**config.mk**
```make
export PLATFORM = sky130hd
export DESIGN_NAME = avr_pmem_loader
export DESIGN_NICKNAME = d
export VERILOG_FILES = /design/src/rtl/avr_pkg.sv /design/src/rtl/avr_pmem_loader.sv
export SDC_FILE = /design/constraint.sdc
export NUM_CORES = 1
export LEC_CHECK = 0
export BUFFER_PORTS_ARGS = -buffer_cell sky130_fd_sc_hd__buf_4
export CORE_AREA = 2 2 107 83
export CTS_CLUSTER_DIAMETER = 30
export DETAILED_ROUTE_END_ITERATION = 10
export DIE_AREA = 0 0 109 85
export HOLD_SLACK_MARGIN = 0.1
export PLACE_DENSITY = 0.6
export SYNTH_ARGS = -nofsm -noshare
export SYNTH_HDL_FRONTEND = slang
export SYNTH_SLANG_ARGS = --single-unit
```
**constraint.sdc**
```tcl
create_clock -name CLK -period 2.75 [get_ports CLK]
set_input_delay 0.275 -clock CLK [delete_from_list [all_inputs] [get_ports CLK]]
set_output_delay 0.275 -clock CLK [all_outputs]
set_load 0.02 [all_outputs]
```
**src/rtl/avr_pkg.sv**
```systemverilog
// Shared program-memory constants and the loader state encoding.
// Checksum acceptance in CHECK depends on AVR_PMEM_LOADER_CKSUM_EN.
package avr_pkg;

  localparam int PMEM_ADDR_W = 9;
  localparam int PMEM_DEPTH  = 512;

  typedef enum logic [2:0] {
    ST_IDLE    = 3'd0,
    ST_LEN_LO  = 3'd1,
    ST_LEN_HI  = 3'd2,
    ST_DATA_LO = 3'd3,
    ST_DATA_HI = 3'd4,
    ST_CHECK   = 3'd5,
    ST_DONE    = 3'd6,
    ST_ERR     = 3'd7
  } loader_state_t;

  // States in which the loader takes a byte from the stream.
  function automatic logic state_accepts(input loader_state_t s);
    case (s)
      ST_LEN_LO, ST_LEN_HI, ST_DATA_LO, ST_DATA_HI: state_accepts = 1'b1;
`ifdef AVR_PMEM_LOADER_CKSUM_EN
      ST_CHECK:                                     state_accepts = 1'b1;
`endif
      default:                                      state_accepts = 1'b0;
    endcase
  endfunction

  function automatic logic state_holds_cpu(input loader_state_t s);
    case (s)
      ST_LEN_LO, ST_LEN_HI, ST_DATA_LO, ST_DATA_HI,
      ST_CHECK, ST_ERR: state_holds_cpu = 1'b1;
      default:          state_holds_cpu = 1'b0;
    endcase
  endfunction

endpackage

```
**src/rtl/avr_pmem_loader.sv**
```systemverilog
// Streams a length-prefixed little-endian AVR image into program memory.
// Define AVR_PMEM_LOADER_CKSUM_EN to require a trailing zero-sum checksum byte.
module avr_pmem_loader #(
  parameter int ADDR_W = avr_pkg::PMEM_ADDR_W,
  parameter int DEPTH  = avr_pkg::PMEM_DEPTH
) (
  input  logic              CLK,
  input  logic              RST,
  input  logic              start,
  input  logic [7:0]        in_data,
  input  logic              in_valid,
  output logic              in_ready,
  output logic              pmem_we,
  output logic [ADDR_W-1:0] pmem_addr,
  output logic [15:0]       pmem_wdata,
  output logic              cpu_hold,
  output logic              done,
  output logic              error
);
  import avr_pkg::*;

  loader_state_t     r_state;
  loader_state_t     w_state_next;
  logic              w_start_load;
  logic              w_xfer;
  logic              w_last_word;
  logic [15:0]       w_len_full;

  logic              r_in_ready;
  logic              r_pmem_we;
  logic [ADDR_W-1:0] r_pmem_addr;
  logic [15:0]       r_pmem_wdata;
  logic              r_cpu_hold;
  logic              r_done;
  logic              r_error;

  logic [15:0]       r_len;
  logic [7:0]        r_lo;
  logic [ADDR_W-1:0] r_idx;

`ifdef AVR_PMEM_LOADER_CKSUM_EN
  logic [7:0]        r_sum;
  logic [7:0]        w_sum_final;
  assign w_sum_final = r_sum + in_data;
`endif

  assign w_xfer      = in_valid & r_in_ready;
  assign w_len_full  = {in_data, r_len[7:0]};
  // The index stops at N-1, so the last word is recognised by equality.
  assign w_last_word = (16'(r_idx) == (r_len - 16'd1));

  always_ff @(posedge CLK or posedge RST) begin
    if (RST) r_state <= ST_IDLE;
    else     r_state <= w_state_next;
  end

  always_comb begin
    w_state_next = r_state;
    w_start_load = 1'b0;
    case (r_state)
      ST_IDLE, ST_DONE, ST_ERR: begin
        if (start) begin
          w_start_load = 1'b1;
          w_state_next = ST_LEN_LO;
        end
      end
      ST_LEN_LO: begin
        if (w_xfer) w_state_next = ST_LEN_HI;
      end
      ST_LEN_HI: begin
        if (w_xfer) begin
          if (w_len_full > 16'(DEPTH))  w_state_next = ST_ERR;
          else if (w_len_full == 16'd0) w_state_next = ST_CHECK;
          else                          w_state_next = ST_DATA_LO;
        end
      end
      ST_DATA_LO: begin
        if (w_xfer) w_state_next = ST_DATA_HI;
      end
      ST_DATA_HI: begin
        if (w_xfer) w_state_next = w_last_word ? ST_CHECK : ST_DATA_LO;
      end
      ST_CHECK: begin
`ifdef AVR_PMEM_LOADER_CKSUM_EN
        if (w_xfer) w_state_next = (w_sum_final == 8'h00) ? ST_DONE : ST_ERR;
`else
        w_state_next = ST_DONE;
`endif
      end
      default: w_state_next = ST_IDLE;
    endcase
  end

  // Status outputs are registered from the next state so they change on the
  // same edge as the state itself.
  always_ff @(posedge CLK or posedge RST) begin
    if (RST) begin
      r_in_ready   <= 1'b0;
      r_pmem_we    <= 1'b0;
      r_pmem_addr  <= '0;
      r_pmem_wdata <= '0;
      r_cpu_hold   <= 1'b0;
      r_done       <= 1'b0;
      r_error      <= 1'b0;
      r_len        <= '0;
      r_lo         <= '0;
      r_idx        <= '0;
    end else begin
      r_pmem_we  <= 1'b0;
      r_in_ready <= state_accepts(w_state_next);
      r_cpu_hold <= state_holds_cpu(w_state_next);
      r_done     <= (w_state_next == ST_DONE);
      r_error    <= (w_state_next == ST_ERR);
      if (w_start_load) begin
        r_pmem_addr <= '0;
        r_idx       <= '0;
        r_len       <= '0;
      end
      if (w_xfer) begin
        case (r_state)
          ST_LEN_LO:  r_len[7:0]  <= in_data;
          ST_LEN_HI:  r_len[15:8] <= in_data;
          ST_DATA_LO: r_lo        <= in_data;
          ST_DATA_HI: begin
            r_pmem_we    <= 1'b1;
            r_pmem_wdata <= {in_data, r_lo};
            r_pmem_addr  <= r_idx;
            if (!w_last_word) r_idx <= r_idx + 1'b1;
          end
          default: ;
        endcase
      end
    end
  end

`ifdef AVR_PMEM_LOADER_CKSUM_EN
  always_ff @(posedge CLK or posedge RST) begin
    if (RST)               r_sum <= '0;
    else if (w_start_load) r_sum <= '0;
    else if (w_xfer)       r_sum <= w_sum_final;
  end
`endif

  assign in_ready   = r_in_ready;
  assign pmem_we    = r_pmem_we;
  assign pmem_addr  = r_pmem_addr;
  assign pmem_wdata = r_pmem_wdata;
  assign cpu_hold   = r_cpu_hold;
  assign done       = r_done;
  assign error      = r_error;

endmodule

```
Word-level counts from Yosys, hierarchy flattened
Cells that the tools add are included.

Output and inout bits: 30. Bits of input ports: 12. Register bits: 66.

Reduce and logical (&&, ||, !) cells: 7. Magnitude comparators: 1. Muxes and demuxes: 26. $add $sub $neg: 2. Eq/ne operators: 15. Bitwise operators: 1.

Operator list (count): two-way mux 9 bit (7); two-way mux 16 bit (2); equality test 3 bit (second input constant) (8); two-way mux 3 bit (8); case mux 3 bit (6 select lines) (1); equality test 9 x 16 -> 1 bit (1); > comparator 16 x 10 -> 1 bit (second input constant) (1); logical NOT 16 bit (1); two-way mux 8 bit (2); subtractor 16 x 1 -> 16 bit (second input constant) (1); equality test 3 x 2 -> 1 bit (second input constant) (4); adder 9 x 1 -> 9 bit (second input constant) (1); equality test 3 x 1 -> 1 bit (second input constant) (2); two-way mux 1 bit (6); OR reduction 6 bit (1); AND reduction 2 bit (2); OR reduction 4 bit (1); logical NOT 3 bit (1); OR reduction 3 bit (1); AND 1 bit (1).

Logic depth before layout (Yosys ltp)
Depth after elaboration: 8. Depth in mapped cells: 11.

Worst setup path after synthesis
Ideal clock, no wire load.

Kind: register to register. Start: reg r_len[3]. End: reg r_idx[1]. Stages on the path, launching flop included: 11. Library setup time: 0.120 ns. Setup slack: 0.283 ns. Data required time: 2.630 ns. Arrival: 2.347 ns. Period minus slack after synthesis: 2.467 ns. Buffers on the path: 3. Cell sequence: dfrtp_1 > buf_6 > or4_4 > nor3_4 > mux2_1 > mux2i_1 > and4_1 > buf_6 > buf_6 > nor3b_1 > a31o_2.

Word-level cells in the longest chain between the ends: 5.

RTL lines: from (decl) (RTL line avr_pmem_loader.sv:37) `logic [15:0] r_len;`; from (signal assigned) (RTL line avr_pmem_loader.sv:121) `ST_LEN_LO: r_len[7:0] <= in_data;`; subtractor 16 x 1 -> 16 bit (RTL line avr_pmem_loader.sv:50) `assign w_last_word = (16'(r_idx) == (r_len - 16'd1));`; equality test 9 x 16 -> 1 bit (RTL line avr_pmem_loader.sv:50); two-way mux 9 bit (RTL line avr_pmem_loader.sv:128) `if (!w_last_word) r_idx <= r_idx + 1'b1;`; two-way mux 9 bit (RTL line avr_pmem_loader.sv:120) `case (r_state)`; two-way mux 9 bit (RTL line avr_pmem_loader.sv:119) `if (w_xfer) begin`; to (signal assigned) (RTL line avr_pmem_loader.sv:128); to (decl) (RTL line avr_pmem_loader.sv:39) `logic [ADDR_W-1:0] r_idx;`.

No other way between the ends. A chain may end at the register's enable or synchronous reset.

Worst setup path after layout
Start: reg r_len[4]. End: reg r_cpu_hold (netlist: cpu_hold).

Word-level cells in the longest chain between the ends: 8. Elaborated cells between the ends (all ways): 18.

RTL lines: subtractor 16 x 1 -> 16 bit or logical NOT 16 bit (tied branches) (RTL line avr_pmem_loader.sv:50, avr_pmem_loader.sv:73); equality test 9 x 16 -> 1 bit or two-way mux 3 bit (tied branches) (RTL line avr_pmem_loader.sv:50, avr_pmem_loader.sv:73); two-way mux 3 bit, on equally long branches (RTL line avr_pmem_loader.sv:81, avr_pmem_loader.sv:72); two-way mux 3 bit, on equally long branches (RTL line avr_pmem_loader.sv:81, avr_pmem_loader.sv:71); case mux 3 bit (6 select lines) * (RTL line avr_pmem_loader.sv:60) `case (r_state)`; equality test 3 bit, or another cell as far along (RTL line avr_pkg.sv:31) `case (s)`; OR reduction 6 bit * (RTL line avr_pkg.sv:31); two-way mux 1 bit * (RTL line avr_pkg.sv:31); to (signal assigned) (RTL line avr_pmem_loader.sv:111) `r_cpu_hold <= state_holds_cpu(w_state_next);`; to (decl) (RTL line avr_pmem_loader.sv:33) `logic r_cpu_hold;`.

Every way passes the cells marked *; elsewhere a longest branch is shown, timed or not.

==> metrics.cfg <==
[logic_synthesis]
yosysSeqAreaShare_pct=51.7
synthCells=332
syn_avg_cell_area_um2=9.63
synth_edf_count=0
yosys_warnings=0
async_reset_ff_share_pct=100
syn_area_um2=3200
synth_ff_type=dfrtp_1
synth-seq-cells=66
yosysUniqueCellTypes=44
syn-num-nets=346

[die]
fp.dieArea_um2=9270
fp.coreArea_um2=8240
start_util_pct=38.8
die_w_um=109
rows=29
die_h_um=85
ios=42

[clocking]
numCtsBuffers=9
cts_tree=built
h-tree-depth=3
numClockSinks=66
clk_latency_ns=0.34
root_buffer=clkbuf_8
cts_buffer_depth=2
clk_pin_slew_ns=0.08

[timing]
hold_violations=0
setup_violations=0
rsz0062_at_grt=false
timing.final.crit_share_pct=94.8
report.final.slew_viol_count=0
maxSlewHeadroom_pct=22.0
tns_ns=0
fin_skew_ns=0.0106
worst_slack_ns=0.143
layout_min_cycle_time_ns=2.61
fmax_mhz=384
tightest_slew_ns=1.16

[worst_setup_path]
crit_path_max_fanout=6
r2r-start=r_len[4]
cp_num_buf_inv=1
cp_top_family=simple AND/OR/NAND/NOR gates
r2r_end=cpu_hold
crit_chain=or4_4 > nor4_1 > buf_4 > a21oi_1 > o311ai_0 > o21ai_0 > a22o_1
slowest_delay_ns=0.58
cpMaxStageDelayCell=or4_4
ff2ff_setup_slack_ns=0.14
critPathKind=flop to flop
r2r_cells=7
worstPathRequired_ns=2.98
start_kind=flop
critPathArrivalTime_ns=2.83
endpoint_kind=flop

[global_route]
grt.met2_usage_pct=24.7
gr-max-usage-layer=met1
grt_pass1_vias=2474
grt_pass1_wl_mm=12.9
grt_remaining_overflow=0
gr-usage-met3_pct=4.84
grt_use_total_pct=17.8
grt_max_degree=67
antenna_found_initial=0
grt_use_met1_pct=27.3

[route]
drt-initial-drc-count=172
num_vias=2627
via_per_inst=5.34
ant_nets=0
routed_wl_mm=7.49
drc=0
firstDrtPassIters=5
wl_per_cell_um=15.2

[run_status]
status=finished, final reports clean

[hold_path]
hold_path_depth=3
holdPathEnd=pmem_wdata[8]
min_from=in_data[0]
holdCritPathClass=primary input to flop

[pwr]
max-vdd-ir-drop_mv=0.471
leakagePower_nw=1.87
p_per_area_nw_per_um2=1110

[layout]
antenna_cells=0
fill_cells=777
multi_input_area_um2=1440
regArea_um2=1650
synthToLayoutAreaGrowth_pct=21.7
layout-drive-gt1-share_pct=21.6
num-nets-final=393

[place]
portBuffers=41
dpl.hpwl_mm=5.17
place_congestion=0.915
detailedPlace.worstSlack_ns=0.0471

[job]
maxCapViolCount=0

[per-layer routing]
metal | part of all wire, % | wire [um]
met5 | 0 | 0
met3 | 5.2 | 391
met4 | 0.81 | 61
met1 | 50 | 3760
met2 | 44 | 3280
[how the worst max path moves through the flow]
stage,from,to,slack (ns),depth (start not counted)
floorplan,r_len[3],r_idx[1],0.28,10
global placement,r_len[4],r_state[2],0.1,7
detailed placement,r_len[4],r_state[2],0.05,7
CTS,r_len[4],r_state[2],0.04,7
global route,in_ready,r_len[6],0.02,5
finish,r_len[4],cpu_hold,0.14,7
[stage by stage]
| step | total power, W | area, um^2 | std cells | utilization [%] | hold WS (ns) |
|---|---|---|---|---|---|
| 4_1_cts | 0.00433 | 3880 | 492 | 47.1 | 0.161 |
| 2_1_floorplan | 0.00280 | 3200 | 332 | - | 0.380 |
| 5_1_grt | 0.00463 | 3890 | 492 | 47.2 | 0.182 |
| 3_5_place_dp | 0.00339 | 3640 | 475 | 44.2 | 0.386 |
| 3_3_place_gp | 0.00338 | 3640 | 475 | 44.2 | 0.384 |
| 6_report | 0.00432 | 3890 | 492 | 47.2 | 0.176 |
[cell type report]
| class | count | share of cell area (%) |
|---|---|---|
| Timing Repair Buffer | 52 | 10.4 |
| Multi-Input combinational cell | 243 | 37.1 |
| Inverter | 7 | 0.676 |
| Clock buffer | 9 | 3.19 |
| Sequential cell | 66 | 42.5 |
| Tap cell | 108 | 3.48 |
| Clock inverter | 7 | 2.61 |
[cells by family after synthesis]
family	count (synthesis)	share of synthesized area, %
AND/OR/NAND/NOR	162	24.3
buffers and inverters	23	3.41
AO/OA/AOI/OAI	53	11.8
adder cells (fa/ha/maj)	2	0.783
flip-flops	66	51.7
XOR/XNOR	12	3.29
multiplexers	14	4.74
[what timing repair did]
item,CTS,global route
setup buffers,0,0
hold endpoints to repair,66,0
hold buffers,1,0
gates resized for setup,0,4
setup endpoints to repair,0,10
[sequential cells by signal, indices dropped and copies added, names as in the netlist]
name        cells
r_state         3
done            1
r_lo            8
pmem_wdata     16
pmem_addr       9
error           1
cpu_hold        1
in_ready        1
r_len          16
r_idx           9
pmem_we         1
[worst min-delay path: cells and delay by family]
kind	cells	cell delay, ns
buffers and inverters	1	0.12
and+or+nand+nor	2	0.09
[cells in the mapped netlist, types with 2 or more instances]
library cell / instances / area share (%)
o31ai_1: 3 / 0.70
a21oi_1: 7 / 1.1
buf_6: 3 / 1.1
xor2_1: 5 / 1.4
nor2b_1: 2 / 0.39
o21ai_0: 10 / 1.6
mux2_2: 8 / 2.8
nand2_1: 86 / 10
nand2b_1: 6 / 1.2
or4_1: 4 / 0.94
nor3_1: 10 / 1.6
and4_1: 2 / 0.55
a22o_1: 17 / 4.7
inv_1: 7 / 0.82
buf_1: 4 / 0.47
nand4_1: 5 / 0.98
nor3b_1: 3 / 0.70
mux2i_1: 5 / 1.6
xnor2_1: 7 / 1.9
dfrtp_1: 66 / 52
nor4_2: 2 / 0.78
nor2_1: 15 / 1.8
nor4_1: 6 / 1.2
ha_1: 2 / 0.78
or3_1: 3 / 0.59
and3_1: 2 / 0.39
nand3_1: 12 / 1.9
clkbuf_1: 9 / 1.1
a211oi_1: 4 / 0.94
o211ai_1: 3 / 0.70
[cells in the final DEF (no fill, tap or decap), drive strengths merged, types with 8 or more instances in the layout]
| cell | netlist | routed |
|---|---|---|
| buf | 7 | 51 |
| nor3 | 11 | 11 |
| clkbuf | 9 | 9 |
| mux2 | 9 | 9 |
| a22o | 17 | 17 |
| nand3 | 12 | 12 |
| nor2 | 15 | 15 |
| o21ai | 11 | 11 |
| nand2 | 86 | 86 |
| dfrtp | 66 | 66 |
| nor4 | 8 | 8 |
| inv | 7 | 9 |
[report_power, final]
part / switching [W] / leakage [nW] / internal, W
Combinational: 0.000960 / 0.902 / 0.000813
Sequential: 0.000329 / 0.865 / 0.00130
Clock: 0.000402 / 0.106 / 0.000518
Total: 0.00169 / 1.87 / 0.00263
No activity file was read; power rests on OpenSTA's default activity.
